[src/rtl/rrg_cmd_sequencer_if.sv]
// Request and command-bus bundle for the RRG command sequencer.
// The sequencer is the slave: it takes two requesters' parameter sets and
// drives the RRG register command bus plus status pulses.
interface rrg_cmd_sequencer_if;
    logic               req0_valid;
    logic               req0_ready;
    logic [7:0]         req0_dataset;
    logic               req0_switch;
    logic signed [63:0] req0_yset;
    logic signed [63:0] req0_rset;
    logic signed [63:0] req0_riset;
    logic signed [63:0] req0_roset;

    logic               req1_valid;
    logic               req1_ready;
    logic [7:0]         req1_dataset;
    logic               req1_switch;
    logic signed [63:0] req1_yset;
    logic signed [63:0] req1_rset;
    logic signed [63:0] req1_riset;
    logic signed [63:0] req1_roset;

    logic [15:0]        reg_control;
    logic [15:0]        reg_0;
    logic [15:0]        reg_1;
    logic [15:0]        reg_2;
    logic [15:0]        reg_3;
    logic               busy;
    logic               done;
    logic               err;
    logic               resp_id;

    modport master (
        output req0_valid, req0_dataset, req0_switch,
               req0_yset, req0_rset, req0_riset, req0_roset,
        output req1_valid, req1_dataset, req1_switch,
               req1_yset, req1_rset, req1_riset, req1_roset,
        input  req0_ready, req1_ready,
        input  reg_control, reg_0, reg_1, reg_2, reg_3,
        input  busy, done, err, resp_id
    );

    modport slave (
        input  req0_valid, req0_dataset, req0_switch,
               req0_yset, req0_rset, req0_riset, req0_roset,
        input  req1_valid, req1_dataset, req1_switch,
               req1_yset, req1_rset, req1_riset, req1_roset,
        output req0_ready, req1_ready,
        output reg_control, reg_0, reg_1, reg_2, reg_3,
        output busy, done, err, resp_id
    );
endinterface

[src/rtl/rrg_cmd_sequencer.sv]
// RRG command sequencer: round-robin arbitration between two requesters,
// then replay of the accepted ramp parameter set as timed command words
// (write Y/R/RI/RO, commit, optional dataset switch, idle gap).
module rrg_cmd_sequencer #(
    parameter int HOLD_CYCLES = 2,
    parameter int NR_DATASETS = 2
) (
    input logic                clk,
    input logic                nReset,
    rrg_cmd_sequencer_if.slave bus
);
    typedef enum logic [2:0] {
        S_IDLE, S_WR_Y, S_WR_R, S_WR_RI, S_WR_RO, S_UPD, S_SW, S_GAP
    } state_t;

    localparam int CNT_W = (HOLD_CYCLES > 1) ? $clog2(HOLD_CYCLES) : 1;
    localparam logic [CNT_W-1:0] HOLD_LAST = CNT_W'(HOLD_CYCLES - 1);

    state_t             state;
    state_t             state_nxt;
    logic [CNT_W-1:0]   hold_cnt;
    logic               last_grant;
    logic               grant0;
    logic               accept;
    logic               acc_id;
    logic               acc_ds_ok;
    logic [7:0]         acc_ds;
    logic               acc_sw;
    logic signed [63:0] acc_y, acc_r, acc_ri, acc_ro;
    logic [7:0]         ds_q;
    logic               sw_q;
    logic signed [63:0] y_q, r_q, ri_q, ro_q;

    // Command word {reg_control, reg_3, reg_2, reg_1, reg_0} shown in state s.
    function automatic logic [79:0] bus_word(input state_t s, input logic [7:0] ds,
                                             input logic signed [63:0] y, r, ri, ro);
        logic [7:0]  code;
        logic [63:0] val;
        code = 8'd0;
        val  = 64'd0;
        case (s)
            S_WR_Y:  begin code = 8'd1; val = y;  end
            S_WR_R:  begin code = 8'd2; val = r;  end
            S_WR_RI: begin code = 8'd3; val = ri; end
            S_WR_RO: begin code = 8'd4; val = ro; end
            S_UPD:   code = 8'd5;
            S_SW:    code = 8'd6;
            default: code = 8'd0;
        endcase
        return (code == 8'd0) ? 80'd0 : {ds, code, val};
    endfunction

    // Successor of a sequencing state once its hold time has elapsed.
    function automatic state_t succ(input state_t s, input logic sw);
        case (s)
            S_WR_Y:  return S_WR_R;
            S_WR_R:  return S_WR_RI;
            S_WR_RI: return S_WR_RO;
            S_WR_RO: return S_UPD;
            S_UPD:   return sw ? S_SW : S_GAP;
            S_SW:    return S_GAP;
            default: return S_IDLE;
        endcase
    endfunction

    // req0 wins unless req1 is also pending and req0 was served last.
    assign grant0         = !bus.req1_valid || last_grant;
    assign bus.req0_ready = (state == S_IDLE) && bus.req0_valid && grant0;
    assign bus.req1_ready = (state == S_IDLE) && bus.req1_valid && !grant0;
    assign accept         = bus.req0_ready || bus.req1_ready;
    assign acc_id         = bus.req1_ready;
    assign acc_ds_ok      = int'(acc_ds) < NR_DATASETS;
    assign state_nxt      = succ(state, sw_q);

    // Payload of whichever requester is being accepted this cycle.
    always_comb begin
        acc_ds = acc_id ? bus.req1_dataset : bus.req0_dataset;
        acc_sw = acc_id ? bus.req1_switch  : bus.req0_switch;
        acc_y  = acc_id ? bus.req1_yset    : bus.req0_yset;
        acc_r  = acc_id ? bus.req1_rset    : bus.req0_rset;
        acc_ri = acc_id ? bus.req1_riset   : bus.req0_riset;
        acc_ro = acc_id ? bus.req1_roset   : bus.req0_roset;
    end

    // Capture the accepted parameter set; pure data, so no reset.
    always_ff @(posedge clk) begin
        if (accept) begin
            ds_q <= acc_ds;
            sw_q <= acc_sw;
            y_q  <= acc_y;
            r_q  <= acc_r;
            ri_q <= acc_ri;
            ro_q <= acc_ro;
        end
    end

    // Sequencer FSM with registered bus word, status pulses and hold timer.
    always_ff @(posedge clk or negedge nReset) begin
        if (!nReset) begin
            state       <= S_IDLE;
            hold_cnt    <= '0;
            last_grant  <= 1'b1;
            bus.busy    <= 1'b0;
            bus.done    <= 1'b0;
            bus.err     <= 1'b0;
            bus.resp_id <= 1'b0;
            {bus.reg_control, bus.reg_3, bus.reg_2, bus.reg_1, bus.reg_0} <= 80'd0;
        end else begin
            bus.done <= 1'b0;
            bus.err  <= 1'b0;
            if (state == S_IDLE) begin
                if (accept) begin
                    last_grant  <= acc_id;
                    bus.resp_id <= acc_id;
                    if (acc_ds_ok) begin
                        state    <= S_WR_Y;
                        hold_cnt <= HOLD_LAST;
                        bus.busy <= 1'b1;
                        {bus.reg_control, bus.reg_3, bus.reg_2, bus.reg_1, bus.reg_0} <=
                            bus_word(S_WR_Y, acc_ds, acc_y, acc_r, acc_ri, acc_ro);
                    end else begin
                        bus.err <= 1'b1;
                    end
                end
            end else if (hold_cnt == '0) begin
                state    <= state_nxt;
                hold_cnt <= HOLD_LAST;
                {bus.reg_control, bus.reg_3, bus.reg_2, bus.reg_1, bus.reg_0} <=
                    bus_word(state_nxt, ds_q, y_q, r_q, ri_q, ro_q);
                if (state_nxt == S_IDLE) begin
                    bus.busy <= 1'b0;
                    bus.done <= 1'b1;
                end
            end else begin
                hold_cnt <= hold_cnt - CNT_W'(1);
            end
        end
    end
endmodule
[src/flat_wrapper.sv]
// flat-port wrapper written by rule: the top's interface ports become plain ports
module rrg_cmd_sequencer_flat 
#(
    parameter int HOLD_CYCLES = 2,
    parameter int NR_DATASETS = 2
)
  (clk, nReset, bus_req0_valid, bus_req0_dataset, bus_req0_switch, bus_req0_yset, bus_req0_rset, bus_req0_riset, bus_req0_roset, bus_req1_valid, bus_req1_dataset, bus_req1_switch, bus_req1_yset, bus_req1_rset, bus_req1_riset, bus_req1_roset, bus_req0_ready, bus_req1_ready, bus_reg_control, bus_reg_0, bus_reg_1, bus_reg_2, bus_reg_3, bus_busy, bus_done, bus_err, bus_resp_id);
  rrg_cmd_sequencer_if bus_i ();
  input logic clk;
  input logic nReset;
  input wire logic [$bits(bus_i.req0_valid)-1:0] bus_req0_valid;
  input wire logic [$bits(bus_i.req0_dataset)-1:0] bus_req0_dataset;
  input wire logic [$bits(bus_i.req0_switch)-1:0] bus_req0_switch;
  input wire logic [$bits(bus_i.req0_yset)-1:0] bus_req0_yset;
  input wire logic [$bits(bus_i.req0_rset)-1:0] bus_req0_rset;
  input wire logic [$bits(bus_i.req0_riset)-1:0] bus_req0_riset;
  input wire logic [$bits(bus_i.req0_roset)-1:0] bus_req0_roset;
  input wire logic [$bits(bus_i.req1_valid)-1:0] bus_req1_valid;
  input wire logic [$bits(bus_i.req1_dataset)-1:0] bus_req1_dataset;
  input wire logic [$bits(bus_i.req1_switch)-1:0] bus_req1_switch;
  input wire logic [$bits(bus_i.req1_yset)-1:0] bus_req1_yset;
  input wire logic [$bits(bus_i.req1_rset)-1:0] bus_req1_rset;
  input wire logic [$bits(bus_i.req1_riset)-1:0] bus_req1_riset;
  input wire logic [$bits(bus_i.req1_roset)-1:0] bus_req1_roset;
  output wire logic [$bits(bus_i.req0_ready)-1:0] bus_req0_ready;
  output wire logic [$bits(bus_i.req1_ready)-1:0] bus_req1_ready;
  output wire logic [$bits(bus_i.reg_control)-1:0] bus_reg_control;
  output wire logic [$bits(bus_i.reg_0)-1:0] bus_reg_0;
  output wire logic [$bits(bus_i.reg_1)-1:0] bus_reg_1;
  output wire logic [$bits(bus_i.reg_2)-1:0] bus_reg_2;
  output wire logic [$bits(bus_i.reg_3)-1:0] bus_reg_3;
  output wire logic [$bits(bus_i.busy)-1:0] bus_busy;
  output wire logic [$bits(bus_i.done)-1:0] bus_done;
  output wire logic [$bits(bus_i.err)-1:0] bus_err;
  output wire logic [$bits(bus_i.resp_id)-1:0] bus_resp_id;
  assign bus_i.req0_valid = bus_req0_valid;
  assign bus_i.req0_dataset = bus_req0_dataset;
  assign bus_i.req0_switch = bus_req0_switch;
  assign bus_i.req0_yset = bus_req0_yset;
  assign bus_i.req0_rset = bus_req0_rset;
  assign bus_i.req0_riset = bus_req0_riset;
  assign bus_i.req0_roset = bus_req0_roset;
  assign bus_i.req1_valid = bus_req1_valid;
  assign bus_i.req1_dataset = bus_req1_dataset;
  assign bus_i.req1_switch = bus_req1_switch;
  assign bus_i.req1_yset = bus_req1_yset;
  assign bus_i.req1_rset = bus_req1_rset;
  assign bus_i.req1_riset = bus_req1_riset;
  assign bus_i.req1_roset = bus_req1_roset;
  assign bus_req0_ready = bus_i.req0_ready;
  assign bus_req1_ready = bus_i.req1_ready;
  assign bus_reg_control = bus_i.reg_control;
  assign bus_reg_0 = bus_i.reg_0;
  assign bus_reg_1 = bus_i.reg_1;
  assign bus_reg_2 = bus_i.reg_2;
  assign bus_reg_3 = bus_i.reg_3;
  assign bus_busy = bus_i.busy;
  assign bus_done = bus_i.done;
  assign bus_err = bus_i.err;
  assign bus_resp_id = bus_i.resp_id;
  rrg_cmd_sequencer #(.HOLD_CYCLES(HOLD_CYCLES), .NR_DATASETS(NR_DATASETS)) u_core (.clk(clk), .nReset(nReset), .bus(bus_i));
endmodule
[config.mk]
export PLATFORM = sky130hd
export DESIGN_NAME = rrg_cmd_sequencer_flat
export DESIGN_NICKNAME = d
export VERILOG_FILES = /design/src/rtl/rrg_cmd_sequencer_if.sv /design/src/rtl/rrg_cmd_sequencer.sv /design/src/flat_wrapper.sv
export SDC_FILE = /design/constraint.sdc
export NUM_CORES = 1
export LEC_CHECK = 0
export CORE_AREA = 2 2 243 245
export CTS_CLUSTER_DIAMETER = 50
export CTS_CLUSTER_SIZE = 10
export DETAILED_ROUTE_END_ITERATION = 12
export DIE_AREA = 0 0 245 247
export SYNTH_ARGS = -nofsm -noshare
export SYNTH_HDL_FRONTEND = slang
export SYNTH_SLANG_ARGS = --single-unit
[constraint.sdc]
create_clock -name clk -period 3.84 [get_ports clk]
set_input_delay 0.576 -clock clk [delete_from_list [all_inputs] [get_ports clk]]
set_output_delay 0.576 -clock clk [all_outputs]
set_load 0.1 [all_outputs]
# Yosys cells after proc, flatten, opt, wreduce, memory -nomap -nowiden
# Index checks and enable logic that the tools add are counted.
op_classes:
  n_addsub: 1
  n_mul: 0
  n_div: 0
  magnitude_cmp: 1
  eq_ne: 15
  n_shift: 0
  muxes: 54
  n_bitwise: 0
  reduce_logical: 17
op_table:
  columns: ["operator", "n"]
  rows:
  - ["$mux 16", 20]
  - ["$mux 64", 4]
  - ["$pmux 64 s4", 1]
  - ["$mux 80", 2]
  - ["$mux 8", 6]
  - ["$pmux 3 s6", 2]
  - ["$eq 3x3->1 const B", 6]
  - ["$logic_not 8->1", 2]
  - ["$mux 1", 15]
  - ["$eq 3x2->1 const B", 4]
  - ["$mux 3", 4]
  - ["$lt 8x2->1 const B", 1]
  - ["$eq 3x1->1 const B", 2]
  - ["$logic_not 3->1", 2]
  - ["$logic_and 1x1->1", 4]
  - ["$ne 2x1->1 const B", 2]
  - ["$reduce_and 2->1", 2]
  - ["$reduce_and 4->1", 1]
  - ["$reduce_and 3->1", 1]
  - ["$logic_not 1->1", 2]
  - ["$logic_or 1x1->1", 2]
  - ["$ne 2x2->1 const B", 1]
  - ["$reduce_bool 2->1", 1]
  - ["$sub 1x1->1 const B", 1]
totals:
  reg_bits: 354
  latchBits: 0
  mem_bits_rw: 0
  rom_bits: 0
  inputBits: 534
  wordCells: 106
  mem_count: 0

# Longest topological paths before layout
logic_depth:
  depth_word: 14
  ltp_mapped: 9

# Worst setup path after synthesis
# Ideal clock, no wire load.
synth_path:
  kind: "input to register"
  from: "in bus_req1_valid"
  to: "reg u_core.bus.reg_0[10]"
  setup_time_ns: 0.135
  arrival_time_ns: 4.007
  t_required_ns: 3.705
  setup_slack_ns: -0.302
  path_stages: 7
  n_path_buf: 1
  path_cell_list: "and2b_1 -> o21ai_1 -> inv_2 -> nor2_2 -> buf_2 -> a22oi_1 -> o211ai_2"
synth_between:
  elab_chain_len: 9
  word_cells_on_any_way: 17
  cone_classes: "order compare (1); eq/ne (2); mux (6); reduce/logical (8)"
synth_lines:
  columns: ["item", "line", "source"]
  rows:
  - ["start, declared", "flat_wrapper.sv:18", "input wire logic [$bits(bus_i.req1_valid)-1:0] bus_req1_valid;"]
  - ["parallel branches: the longest is 9 deep, another holds $lt 8x2->1", null, null]
  - ["end signal, assigned", "rrg_cmd_sequencer.sv:119", "{bus.reg_control, bus.reg_3, bus.reg_2, bus.reg_1, bus.reg_0} <="]
  - ["end signal, assigned", "rrg_cmd_sequencer.sv:128", "{bus.reg_control, bus.reg_3, bus.reg_2, bus.reg_1, bus.reg_0} <="]
  - ["end, declared", "rrg_cmd_sequencer_if.sv:49", "output reg_control, reg_0, reg_1, reg_2, reg_3,"]
# Several ways; the timed one is not identified. The select of a mux whose other input is x is not followed.
# A chain may end at the register's enable or synchronous reset.

# Worst setup path after layout
layout_path:
  from: "reg u_core.state[1]"
  to: "out bus_req1_ready"
layout_between:
  elab_chain_len: 3
layout_lines:
  columns: ["item", "line", "source"]
  rows:
  - ["start, declared", "rrg_cmd_sequencer.sv:19", "state_t state;"]
  - ["start signal, assigned", "rrg_cmd_sequencer.sv:126", "state <= state_nxt;"]
  - ["$logic_not 3->1", "rrg_cmd_sequencer.sv:69", "assign bus.req1_ready = (state == S_IDLE) && bus.req1_valid && !grant0;"]
  - ["$logic_and 1x1->1 (2 in series)", "rrg_cmd_sequencer.sv:69", null]
  - ["end, declared", "flat_wrapper.sv:26", "output wire logic [$bits(bus_i.req1_ready)-1:0] bus_req1_ready;"]
# Every way passes these cells.

==> reports/qor.csv <==
stage;metric;value;unit
outcome;status;completed;
synth;yosys_warnings;0;
job;max_cap_violations;0;
timing;timing.setup.tns;0;ns
route;drtIter0Drc;922;
power;p_leak;0.00897;uW
synth;yosysTopAreaCell;edfxtp_1;
timing;whs;0.185;ns
clocking;numCtsBuffers;40;
route;viasPerCell;4.79;
timing;fmax;310;MHz
place;routabilityCongestion;0.832;
setup_path;crit_required;3.26;ns
timing;tightest_slew;1.16;ns
floorplanning;die_height;247;um
final_layout;multi_input_area;6010;um2
route;dr.pass1.iters;8;
place;pre_cts_slack;0.811;ns
timing;fin_skew;0.0151;ns
synth;synth_seq_cells;285;
global_route;antenna_found_initial;0;
place;io_buffers;614;
floorplanning;ioPinCount;620;
clocking;cts.clk_slew.worst_paths;0.05;ns
final_layout;n_fill_cell;5700;
clocking;htreeDepth;2;
place;dp.cells;2834;
timing;hold_viol;0;
timing;max_slew_margin;22.7;%
setup_path;critPathKind;reg2out;
route;via_count;13900;
final_layout;mostFrequentLayoutCells;nand2_1 (679), clkdlybuf4s50_1 (611), edfxtp_1 (201), dfrtp_1 (80), a22oi_1 (70);
final_layout;syn_to_final_growth;55.1;%
synth;synth_cells;1551;
hold_path;hp-class;in2async;
clocking;post-cts-setup-buffers;0;
floorplanning;start_util;25.4;%
clocking;cts.sinks;285;
final_layout;nNetsFinal;2637;
final_layout;layout_commonest_cell;nand2_1;
clocking;cts_tree;built;
setup_path;worst-path-max-fanout;47;
final_layout;ff_latch_area;8150;um2
timing;rsz0062_at_grt;no;
route;ant_nets;0;
global_route;grt_pass1_wl;83700;um
final_layout;finalNonFillerCells;2906;
clocking;hold_buffers;0;
floorplanning;die-area;60500;um2
timing;timing.final.ws_setup;0.611;ns
timing;slew_violations;0;
synth;syn_avg_cell_area;9.53;um2
synth;yosysUniqueCellTypes;44;
power;ir_worst_vdd;0.655;mV
setup_path;arrival;2.65;ns
floorplanning;std_cell_rows;89;
floorplanning;die_w;245;um
setup_path;cp-start-kind;register;
synth;syn_area;14800;um2
route;routed_wl;57000;um
global_route;grt_start_max_net_pins;107;
global_route;grt_pass1_vias;13800;
timing;period_share;84.1;%
synth;synth_top_area_share;40.8;%
final_layout;antenna_cells;0;
clocking;cts_resized;0;
clocking;insertion_delay;0.54;ns
synth;yosysSeqAreaShare;55.1;%
clocking;clock_path_buffers;3;
global_route;grt_usage;18.0;%
place;dp_hpwl;41300;um
setup_path;crit_path_end_kind;output pin;
floorplanning;core;58200;um2
final_layout;drive_gt1_share;5.20;%
timing;setup-violations-final;0;
clocking;cts-root-buf;clkbuf_16;
power;p_per_area;793;nW/um2
route;wl_per_cell;19.6;um
timing;layout_min_cycle_time;3.23;ns
route;drc_errors;0;
global_route;gr-total-overflow;0;
synth;synth_area_leaders;edfxtp_1 (41%), nand2_1 (17%), dfrtp_1 (14%);
## cell usage after synthesis, drive strengths merged
cell	count
nand4	1
a21oi	68
a311o	1
o21a	1
o22ai	4
o211ai	65
dfstp	1
and2b	1
nand2b	3
nand2	681
and3	1
mux2i	63
xnor2	2
o21ai	2
a22oi	70
nor4	2
and2	1
nor2b	2
inv	5
mux2	1
a31oi	1
dfrtp	83
a211oi	64
clkbuf	62
nor3	10
or3	1
buf	71
edfxtp	201
a221oi	63
o31a	1
conb	1
nor2	15
a21boi	1
o22a	2
## report_power, final
part	internal (uW)	total, uW	switching, uW
Sequential	4320	4870	549
Combinational	2940	9580	6640
Clock	2340	3740	1400
## flip-flops by register name, indices dropped and copies added (netlist names)
| name | flops |
|---|---|
| u_core.bus.busy | 1 |
| u_core.bus.done | 1 |
| u_core.bus.err | 1 |
| u_core.bus.reg_0 | 16 |
| u_core.bus.reg_1 | 16 |
| u_core.bus.reg_2 | 16 |
| u_core.bus.reg_3 | 16 |
| u_core.bus.reg_control | 11 |
| u_core.bus.resp_id | 1 |
| u_core.ds_q | 8 |
| u_core.hold_cnt | 1 |
| u_core.last_grant | 1 |
| u_core.r_q | 64 |
| u_core.ri_q | 64 |
| u_core.ro_q | 64 |
| u_core.state | 3 |
| u_core.sw_q | 1 |
## cell families (layout without fill, tap and decap cells)
logic type	count (synthesis)	in the layout	share of synthesized area [%]
and+or+nand+nor	718	718	18.7
other	1	5	0.0254
AOI/OAI and AO/OA	343	343	17.1
buffers and inverters	138	716	4.61
DFF	285	285	55.1
muxes	64	64	4.34
xor gates and xnor gates	2	2	0.119
## metrics by stage
step	util, %	power (uW)	cell area, um2
floorplan	-	11600	14800
global placement	37.1	14400	21600
detailed placement	37.1	14500	21600
CTS	39.4	18300	22900
global route	39.4	19200	22900
finish	39.4	18200	22900
## routing by layer
layer	vias to the layer above	global-route usage, %	share of wire (%)
met5	-	0	0
met4	0	4.88	1.9
met3	64	3.57	6.8
met2	556	31.6	50
met1	6658	22.5	41
li1	6649	-	-
## critical path, cell delays in order, from the launching register on
cell     delay [ns]
dfrtp_4        0.60
nor3_4         0.53
nand2_8        0.31
inv_8          0.37
buf_12         0.23
## final timing paths
| kind | start | depth (start not counted) | end | slack, ns |
|---|---|---|---|---|
| min in group clk | u_core.last_grant | 2 | u_core.last_grant | 0.46 |
| setup reg to reg | u_core.state[1] | 5 | u_core.bus.reg_3[12] | 0.93 |
| hold reg to reg | u_core.last_grant | 2 | u_core.last_grant | 0.46 |
| setup / recovery | u_core.state[1] | 4 | bus_req1_ready | 0.61 |
| max in group asynchronous | nReset | 2 | u_core.bus.reg_2[3] | 2.69 |
| hold / removal | nReset | 1 | u_core.bus.reg_control[14] | 0.18 |
## cell type report
| cell class | instances | share of cell area (%) |
|---|---|---|
| clock buffer | 59 | 4.99 |
| multi-input combinational | 1132 | 26.2 |
| timing repair buffer | 639 | 28.0 |
| sequential | 285 | 35.6 |
| inverter | 5 | 0.147 |
| clock inverter | 13 | 0.813 |
| tap | 773 | 4.22 |
Note: power is estimated with default switching activity, not from simulation.
